--- src/rtl/rsa_stream_frontend.sv ---
// Byte-serial front end for the 256-bit RSA core: assembles N, d and ciphertext blocks, launches the core, serializes the plaintext.
// Build option: RSA_FULL_WIDTH_OUT_EN sends all 32 result bytes; otherwise the top byte is dropped and 31 bytes are sent.
module rsa_stream_frontend (
  input  logic         i_clk,
  input  logic         i_rst_n,
  input  logic         i_rx_valid,
  input  logic [7:0]   i_rx_data,
  output logic         o_rx_ready,
  input  logic         i_rekey,
  output logic         o_tx_valid,
  output logic [7:0]   o_tx_data,
  input  logic         i_tx_ready,
  output logic [255:0] o_core_n,
  output logic [255:0] o_core_d,
  output logic [255:0] o_core_a,
  output logic         o_core_start,
  input  logic [255:0] i_core_result,
  input  logic         i_core_finished
);

  localparam logic [2:0] S_GET_N = 3'd0;
  localparam logic [2:0] S_GET_D = 3'd1;
  localparam logic [2:0] S_GET_A = 3'd2;
  localparam logic [2:0] S_START = 3'd3;
  localparam logic [2:0] S_WAIT  = 3'd4;
  localparam logic [2:0] S_SEND  = 3'd5;

  localparam logic [5:0] RX_LAST = 6'd31;

`ifdef RSA_FULL_WIDTH_OUT_EN
  localparam int         RES_W   = 256;
  localparam logic [5:0] TX_LAST = 6'd31;
`else
  localparam int         RES_W   = 248;
  localparam logic [5:0] TX_LAST = 6'd30;
`endif

  logic [2:0]       state;
  logic [5:0]       cnt;
  logic [255:0]     n_reg;
  logic [255:0]     d_reg;
  logic [255:0]     a_reg;
  logic [RES_W-1:0] result;
  logic             rekey_take;
  logic             rx_fire;

`ifndef RSA_FULL_WIDTH_OUT_EN
  // Plaintext < N < 2^248 on this link, so the core's top byte is never sent.
  logic unused_top;
  assign unused_top = ^i_core_result[255:248];
`endif

  // Rekey is only honoured between blocks and wins over a byte offered in the same cycle.
  assign rekey_take = (state == S_GET_A) && (cnt == 6'd0) && i_rekey;
  assign rx_fire    = i_rx_valid && o_rx_ready;

  always_comb begin
    o_rx_ready = 1'b0;
    case (state)
      S_GET_N, S_GET_D: o_rx_ready = 1'b1;
      S_GET_A:          o_rx_ready = !rekey_take;
      default:          o_rx_ready = 1'b0;
    endcase
  end

  assign o_tx_valid   = (state == S_SEND);
  assign o_core_start = (state == S_START);
  assign o_tx_data    = result[RES_W-1 -: 8];
  assign o_core_n     = n_reg;
  assign o_core_d     = d_reg;
  assign o_core_a     = a_reg;

  // NOTE: all state below uses non-blocking assignment so every branch sees pre-edge values;
  // the wide operand registers are reset too because the outputs must read zero after reset.
  always_ff @(posedge i_clk or negedge i_rst_n) begin
    if (!i_rst_n) begin
      state  <= S_GET_N;
      cnt    <= '0;
      n_reg  <= '0;
      d_reg  <= '0;
      a_reg  <= '0;
      result <= '0;
    end else begin
      case (state)
        S_GET_N: if (rx_fire) begin
          n_reg <= {n_reg[247:0], i_rx_data};
          if (cnt == RX_LAST) begin
            state <= S_GET_D;
            cnt   <= '0;
          end else begin
            cnt <= cnt + 6'd1;
          end
        end
        S_GET_D: if (rx_fire) begin
          d_reg <= {d_reg[247:0], i_rx_data};
          if (cnt == RX_LAST) begin
            state <= S_GET_A;
            cnt   <= '0;
          end else begin
            cnt <= cnt + 6'd1;
          end
        end
        S_GET_A: begin
          if (rekey_take) begin
            state <= S_GET_N;
            cnt   <= '0;
          end else if (rx_fire) begin
            a_reg <= {a_reg[247:0], i_rx_data};
            if (cnt == RX_LAST) begin
              state <= S_START;
              cnt   <= '0;
            end else begin
              cnt <= cnt + 6'd1;
            end
          end
        end
        S_START: state <= S_WAIT;
        S_WAIT: if (i_core_finished) begin
          result <= i_core_result[RES_W-1:0];
          state  <= S_SEND;
        end
        S_SEND: if (i_tx_ready) begin
          result <= {result[RES_W-9:0], 8'h00};
          if (cnt == TX_LAST) begin
            state <= S_GET_A;
            cnt   <= '0;
          end else begin
            cnt <= cnt + 6'd1;
          end
        end
        default: begin
          state <= S_GET_N;
          cnt   <= '0;
        end
      endcase
    end
  end

endmodule

--- config.mk ---
export PLATFORM = sky130hd
export DESIGN_NAME = rsa_stream_frontend
export DESIGN_NICKNAME = d
export VERILOG_FILES = /design/src/rtl/rsa_stream_frontend.sv
export SDC_FILE = /design/constraint.sdc
export NUM_CORES = 1
export LEC_CHECK = 0
export CORE_AREA = 2 2 410 412
export CTS_CLUSTER_SIZE = 25
export DETAILED_ROUTE_END_ITERATION = 10
export DIE_AREA = 0 0 412 414
export PLACE_DENSITY = 0.44
export REMOVE_ABC_BUFFERS = 1
export SLEW_MARGIN = 15
export SYNTH_ARGS = -nofsm -noshare
export SYNTH_HDL_FRONTEND = slang
export SYNTH_SLANG_ARGS = --single-unit
--- constraint.sdc ---
create_clock -name i_clk -period 4.6 [get_ports i_clk]
set_clock_uncertainty 0.05 [all_clocks]
set_input_delay 0.69 -clock i_clk [delete_from_list [all_inputs] [get_ports i_clk]]
set_output_delay 0.69 -clock i_clk [all_outputs]
set_load 0.01 [all_outputs]
After elaboration in Yosys (flattened, before gate mapping)

Cells that the tools add are included.

Mux-type cells: 21
Reduce and logical (&&, ||, !) cells: 15
Bitwise logic cells: 2
Add/sub/neg operators: 1
Equality and inequality tests: 16

Operators with widths:

| operator            | number |
|---|---|
| $mux 248            | 2 |
| $pmux 248 s2        | 1 |
| $mux 3              | 10 |
| $mux 6              | 5 |
| $pmux 6 s4          | 1 |
| $pmux 3 s6          | 1 |
| $eq 6x5->1 const B  | 2 |
| $ne 2x2->1 const B  | 5 |
| $reduce_and 9->1    | 1 |
| $add 6x1->6 const B | 1 |
| $eq 3x2->1 const B  | 2 |
| $eq 3x3->1 const B  | 2 |
| $logic_not 6->1     | 1 |
| $reduce_and 2->1    | 3 |
| $reduce_and 3->1    | 2 |
| $ne 2x1->1 const B  | 2 |
| $reduce_or 2->1     | 2 |
| $eq 3x1->1 const B  | 1 |
| $logic_and 1x1->1   | 3 |
| $logic_not 3->1     | 1 |
| $ne 3x2->1 const B  | 1 |
| $ne 3x3->1 const B  | 1 |
| $not 1->1           | 2 |
| $pmux 1 s2          | 1 |
| other kinds (2)     | 2 |

Bits in registers: 1025
Logic and storage cells: 61
Input bits: 270
Output and inout bits: 779

Logic depth before layout (Yosys ltp)

Gate-level depths: netlist of the first run.

Word-level depth: 9
Mapped depth: 8
Depth with buffers taken out: 7

Worst setup path before layout of the first run

OpenSTA, ideal clock, no wires.

Path type: register to output
Start point: register state[2]
End point: output port o_tx_valid
Arrival time: 1.377 ns
Buffers on the path: 4
Path slack: 2.483 ns
Data required time: 3.860 ns
Cell stages (with the launch flop): 7
Cell sequence: dfrtp_1 clkbuf_1 nand3b_1 buf_2 buf_2 buf_2 inv_1

Cells in the longest elaborated chain, start to end: 1

Ends and longest elaborated chain:

| what                   | RTL line | source |
|---|---|---|
| start, declared        | 38       | `logic [2:0] state;` |
| start signal, assigned | 77       | `state <= S_GET_N;` |
| start signal, assigned | 88       | `state <= S_GET_D;` |
| start signal, assigned | 97       | `state <= S_GET_A;` |
| $eq 3x3->1             | 66       | `assign o_tx_valid = (state == S_SEND);` |
| end, declared          | 10       | `output logic o_tx_valid,` |

No other way between the ends.

Worst setup path after layout of the first run

Start point: register cnt[0]
End point: output port o_rx_ready

Cells in the longest elaborated chain, start to end: 5

Ends and longest elaborated chain:

| what                            | RTL line | source |
|---|---|---|
| start, declared                 | 39       | `logic [5:0] cnt;` |
| start signal, assigned          | 91       | `cnt <= cnt + 6'd1;` |
| start signal, assigned          | 100      | `cnt <= cnt + 6'd1;` |
| start signal, assigned          | 113      | `cnt <= cnt + 6'd1;` |
| $logic_not 6->1                 | 54       | `assign rekey_take = (state == S_GET_A) && (cnt == 6'd0) && i_rekey;` |
| $logic_and 1x1->1 (2 in series) | 54       |  |
| $logic_not 1->1                 | 61       | `S_GET_A: o_rx_ready = !rekey_take;` |
| $pmux 1 s2                      | 59       | `case (state)` |
| end, declared                   | 8        | `output logic o_rx_ready,` |

No other way between the ends.

==> results.json, run 1 <==
{
  "core_area_um2": 166000,
  "grt_pass1_vias": 27300,
  "fin_util": 0.346,
  "wl_um": 140000,
  "min_path_type": "input port to async pin",
  "yosysWarnings": 0,
  "dp_cells": 5904,
  "ys_ff_latch": 1025,
  "netlist_area_um2": 40600,
  "drtAntennaViolNets": 0,
  "ys.flop_type": "dfrtp_1",
  "via_count": 26100,
  "rsz0062_at_grt": "no",
  "critPathKind": "flip-flop to primary output",
  "power_density_nw_per_um2": 521,
  "r2r_slack_ns": 1.52,
  "yosys.cell_types.count": 49,
  "tns_ns": 0,
  "final_area_um2": 57500,
  "grt_pass1_wl_um": 202000,
  "dieArea_um2": 171000,
  "grt_use_total": 0.162,
  "clockRootBuffer": "clkbuf_16",
  "cts_tree": "built",
  "synthDominantCellAreaShare": 0.632,
  "post_dp_cell_area_um2": 53400,
  "period_needed_ns": 3.64,
  "dieWidth_um": 412,
  "post_cts_resized": 0,
  "status": "finished clean",
  "first_iter_violations": 1240,
  "cts_buffer_depth": 3,
  "cts.clk_slew.worst_paths_ns": 0.05,
  "path_buf_inv": 2,
  "drcViolationCount": 0,
  "wl_per_cell_um": 22.8,
  "r2r-end": "o_core_a[4]",
  "avgSynthCellArea_um2": 14.6,
  "p_leak_nw": 27.5,
  "final_cell_mix": "clkdlybuf4s50_1 (1039), dfrtp_1 (1025), mux2_2 (554)",
  "critPathMaxStageDelay_ns": 0.78,
  "routed-wl-met2_um": 69500,
  "port_buffers": 1040,
  "r2r_start": "cnt[3]",
  "top_layer": "met5",
  "slowest_stage": "clkdlybuf4s50_1",
  "crit_path_end_kind": "primary output",
  "synth_largest_area_cell": "dfrtp_1",
  "vias_per_cell": 4.26,
  "ctsHoldBuffers": 1,
  "die_h_um": 414,
  "clock_sinks": 1025,
  "nNetsFinal": 4106,
  "setup_viol": 0,
  "area_delta_synth_final_pct": 41.9,
  "post_cts_buffers": 0,
  "tightest_slew_ns": 1.10,
  "clk_latency_ns": 0.76,
  "netlist_instances": 2782,
  "max_freq_mhz": 275,
  "dp_slack_ns": 1.18,
  "met3WireLength_um": 12100,
  "grt_max_degree": 141,
  "synthTopCellsByArea": "dfrtp_1 (63%), mux2_2 (15%), mux2_1 (6.0%)",
  "finalMaxSlewViolations": 0,
  "cp.required_ns": 3.86,
  "yosysSeqAreaShare": 0.632,
  "dr.pass1.iters": 5,
  "crit_family": "buffers and inverters",
  "cts_max_level": 4,
  "max_slew_margin": 0.268,
  "crit_chain": "inv_1 > ha_1 > and3_1 > a21oi_1 > clkdlybuf4s50_1",
  "r2r_cells": 6,
  "initial_core_util": 0.244,
  "timing.max_cap.violations": 0,
  "timing_hold_violations_final": 0,
  "rows": 150,
  "io_pins": 1049,
  "overflow": 0,
  "drive_gt1_frac": 0.206,
  "drt-met1-wl_um": 54400,
  "cts_made_buffers": 130,
  "worstSetupStartpointType": "flip-flop",
  "setup_slack_ns": 0.962,
  "arrival_ns": 2.90,
  "nFillCells": 16600,
  "cp_max_fo": 5,
  "hpwl_um": 103000,
  "peakVddDrop_v": 0.000358,
  "gp_routability_congestion": 0.792,
  "synth-edff-count": 0,
  "async_flop_share": 1.00,
  "fin_crit_sh": 0.791,
  "stdcell_count": 6133,
  "layout_commonest_cell": "clkdlybuf4s50_1",
  "antenna_found_initial": 22
}
==> cells in the mapped netlist (2+ instances only) <==
master and count:
dfrtp_1 1025, mux2_2 554, nand2_1 249, o21ai_0 246, mux2i_1 241, mux2_1 215
buf_2 67, clkbuf_1 47, buf_6 30, buf_4 28, a21oi_1 9, a22o_1 8
inv_1 6, buf_1 4, nand2b_1 4, a2bb2oi_1 3, and3_1 3, ha_1 3
nor2_1 3, a21o_1 2, a31o_2 2, buf_8 2, nand3_1 2, nand4_1 2
nor2b_1 2, o31ai_1 2
==> flip-flops by register name, indices dropped and copies added (netlist names) <==
signal / count
o_core_n: 256
o_core_a: 256
cnt: 6
o_core_d: 256
result: 248
state: 3
==> stage by stage <==
stage	hold slack (ns)	power, mW
after detailed placement	0.419	20.4
after floorplan	0.344	16.7
after global placement	0.413	20.3
after global routing	0.420	31.8
after CTS	0.389	30.6
final	0.419	30.0
==> metal layers <==
metal / global-route usage / up-vias
li1: - / 11900
met1: 0.185 / 13200
met2: 0.275 / 722
met3: 0.0673 / 211
met4: 0.0474 / 30
met5: 0 / -
==> worst max-delay path by stage <==
stage	startpoint	endpoint	slack, ns	depth (start not counted)
CTS	cnt[0]	o_rx_ready	0.81	5
floorplan	i_rx_valid	o_core_n[0]	-15.43	3
finish	cnt[0]	o_rx_ready	0.96	5
global route	cnt[0]	o_rx_ready	0.81	5
detailed placement	i_rekey	o_rx_ready	1.18	4
global placement	i_rx_valid	o_core_a[11]	1.21	6
==> cells by family (layout without fill, tap and decap cells) <==
group	Yosys count	after routing	synth area share
simple gates	274	274	0.0275
mux	1010	1010	0.273
fa+ha+maj	3	3	0.000925
flops	1025	1025	0.632
other cells	0	8	0
compound gates	286	286	0.0385
buf+inv	184	1323	0.0278
==> worst reg2reg max path, stage by stage (launching register included) <==
cell	delay, ns
dfrtp_1	0.47
nor4_4	0.51
a31oi_4	0.19
nand3_4	0.12
buf_12	0.46
buf_12	0.71
mux2_2	0.47
==> power by group <==
part / total, mW / leakage, nW / internal, mW / switching (mW)
clock: 9.94 / 2.03 / 5.85 / 4.09
combinational: 7.97 / 11.7 / 3.87 / 4.10
sequential: 12.1 / 13.8 / 10.8 / 1.24
total: 30.0 / 27.5 / 20.5 / 9.43
==> final cells by class <==
class	instances	area (µm²)	share of cell area
Antenna cell	8	20.0	0.000348
Clock buffer	191	3750	0.0652
Clock inverter	29	400	0.00696
Inverter	6	22.5	0.000391
Multi-Input combinational cell	1573	13800	0.240
Sequential cell	1025	25600	0.446
Tap cell	2204	2760	0.0479
Timing Repair Buffer	1097	11100	0.193
Power figures use the tool's default switching activity.
==> run 2: changes to the inputs <==
CORE_AREA = 2 2 412 414   (was 2 2 410 412)
DIE_AREA = 0 0 414 416   (was 0 0 412 414)
PLACE_DENSITY = 0.45   (was 0.44)
clock period = 3.06 ns   (was 4.6 ns; I/O delays follow)
==> run 2 against run 1 <==
Effect of this change: utilization is 0.25 points lower; first-iteration DRC count is 23% higher; via count is 0.86% lower; sequential power is 50% higher; total power is 48% higher; critical path depth stayed put; die area is 0.97% higher; critical endpoint unchanged; largest cell class unchanged; largest power group unchanged; highest routed layer unchanged.
==> results.json, run 2 (synthesis results as in run 1) <==
{
  "status": "finished clean",
  "via_count": 25900,
  "nNetsFinal": 4130,
  "cp_max_fo": 5,
  "hpwl_um": 101000,
  "max_slew_margin": 0.587,
  "setup_slack_ns": 0.283,
  "grt_use_total": 0.155,
  "critPathMaxStageDelay_ns": 0.40,
  "arrival_ns": 2.27,
  "p_int_mw": 30.6,
  "stdcell_count": 6170,
  "r2r_start": "cnt[3]",
  "first_iter_violations": 1523,
  "finalMaxSlewViolations": 0,
  "clock_sinks": 1025,
  "rsz0062_at_grt": "no",
  "tns_ns": 0,
  "gp_routability_congestion": 0.791,
  "area_delta_synth_final_pct": 42.4,
  "dieArea_um2": 172000,
  "cts_made_buffers": 119,
  "cts_max_level": 3,
  "final_cell_mix": "clkdlybuf4s50_1 (1038), dfrtp_1 (1025), mux2_2 (554)",
  "initial_core_util": 0.241,
  "cts.clk_slew.worst_paths_ns": 0.06,
  "vias_per_cell": 4.20,
  "wl_um": 136000,
  "fin_util": 0.344,
  "overflow": 0,
  "core_area_um2": 168000,
  "io_pins": 1049,
  "switching_share": 0.313,
  "fin_crit_sh": 0.907,
  "grt_max_degree": 117,
  "cts_buffer_depth": 3,
  "timing_hold_violations_final": 0,
  "final_area_um2": 57800,
  "cp-startpoint": "cnt[0]",
  "cp.required_ns": 2.55,
  "drtAntennaViolNets": 0,
  "nFillCells": 16700,
  "max_freq_mhz": 360,
  "power_frac_clock": 0.320,
  "wl_per_cell_um": 22.1,
  "dieWidth_um": 414,
  "critPathKind": "flip-flop to primary output",
  "worstSetupStartpointType": "flip-flop",
  "power_density_nw_per_um2": 770,
  "grt_pass1_wl_um": 199000,
  "setup_viol": 0,
  "layout_commonest_cell": "clkdlybuf4s50_1",
  "dp_cells": 5951,
  "drcViolationCount": 0,
  "min_path_type": "input port to async pin",
  "power_frac_comb": 0.274,
  "peakVddDrop_v": 0.000538,
  "rows": 151,
  "timing.max_cap.violations": 0,
  "dr.pass1.iters": 5,
  "die_h_um": 416,
  "clockRootBuffer": "clkbuf_16",
  "port_buffers": 1040,
  "antenna_found_initial": 10,
  "slowest_stage": "dfrtp_1",
  "period_needed_ns": 2.78,
  "p_sw_mw": 13.9,
  "grt_pass1_vias": 27200,
  "clk_latency_ns": 0.73,
  "post_dp_cell_area_um2": 53800,
  "dp_slack_ns": 0.411,
  "crit_chain": "inv_1 > ha_1 > and3_1 > a21oi_1 > dlygate4sd2_1",
  "crit_path_end_kind": "primary output",
  "seqPwrFrac": 0.406,
  "cts_tree": "built",
  "p_leak_nw": 27.6,
  "tightest_slew_ns": 0.619,
  "drive_gt1_frac": 0.213
}
run 2: changes by cell type in the layout (fill, tap and decap cells not counted), sizes merged, moves of 2 or more:
cell,delta
diode,-5
clkinv,+7
inv,-3
buf,+35
clkinvlp,+2
clkbuf,-14
run 2: final timing paths:
kind                       slack [ns]  cells past startpoint             to
min                              0.25                      2     result[91]
max reg2reg                      0.58                      5  o_core_a[238]
max in group asynchronous        1.69                      4   o_core_n[86]
min reg2reg                      0.42                      2     result[74]
min in group i_clk               0.28                      2      result[1]
max                              0.28                      5     o_rx_ready
run 2: power by group through the flow:
stage	logic (mW)	clock network, mW	registers, mW
final	12.2	14.2	18.1
after global routing	13.4	15.4	18.5
after CTS	12.5	14.8	18.1
after detailed placement	12.5	0	18.3
after global placement	12.4	0	18.3
after floorplan	5.62	0	18.3
run 2: area by class of cell:
cell class	count	area (µm²)	area share
Antenna cell	3	7.51	0.000130
Clock buffer	177	3520	0.0609
Clock inverter	36	394	0.00682
Inverter	6	22.5	0.000390
Multi-Input combinational cell	1573	13800	0.239
Sequential cell	1025	25600	0.444
Tap cell	2218	2780	0.0480
Timing Repair Buffer	1132	11600	0.201
run 2: timing repair:
| action | in CTS | in global routing |
|---|---|---|
| setup buffers | 2 | 0 |
| setup endpoints to repair | 2 | 0 |
| resized for setup | 1 | 0 |
| endpoints found under the hold margin | 199 | 0 |
| hold buffers | 1 | 0 |
run 2: per-layer routing:
layer  vias to the layer above  routed length [µm]  GRT usage
li1                      12000                   -          -
met1                     13100               53600      0.181
met2                       644               69100      0.270
met3                       165               10400     0.0553
met4                        12                3020     0.0407
met5                         -                  73          0
run 2: worst max-delay path: cells and delay by family, from the launching register on:
kind / cells / cell delay [ns]
buffers and inverters: 2 / 0.49
AND/OR/NAND/NOR: 1 / 0.22
flip-flops: 1 / 0.40
adder cells (fa/ha/maj): 1 / 0.27
AO/OA/AOI/OAI: 1 / 0.19
run 2: per-stage QoR:
| step | hold slack, ns | total power [mW] |
|---|---|---|
| after global placement | 0.371 | 30.7 |
| after detailed placement | 0.367 | 30.8 |
| after CTS | 0.172 | 45.5 |
| after floorplan | 0.113 | 24.0 |
| final | 0.252 | 44.5 |
| after global routing | 0.217 | 47.2 |
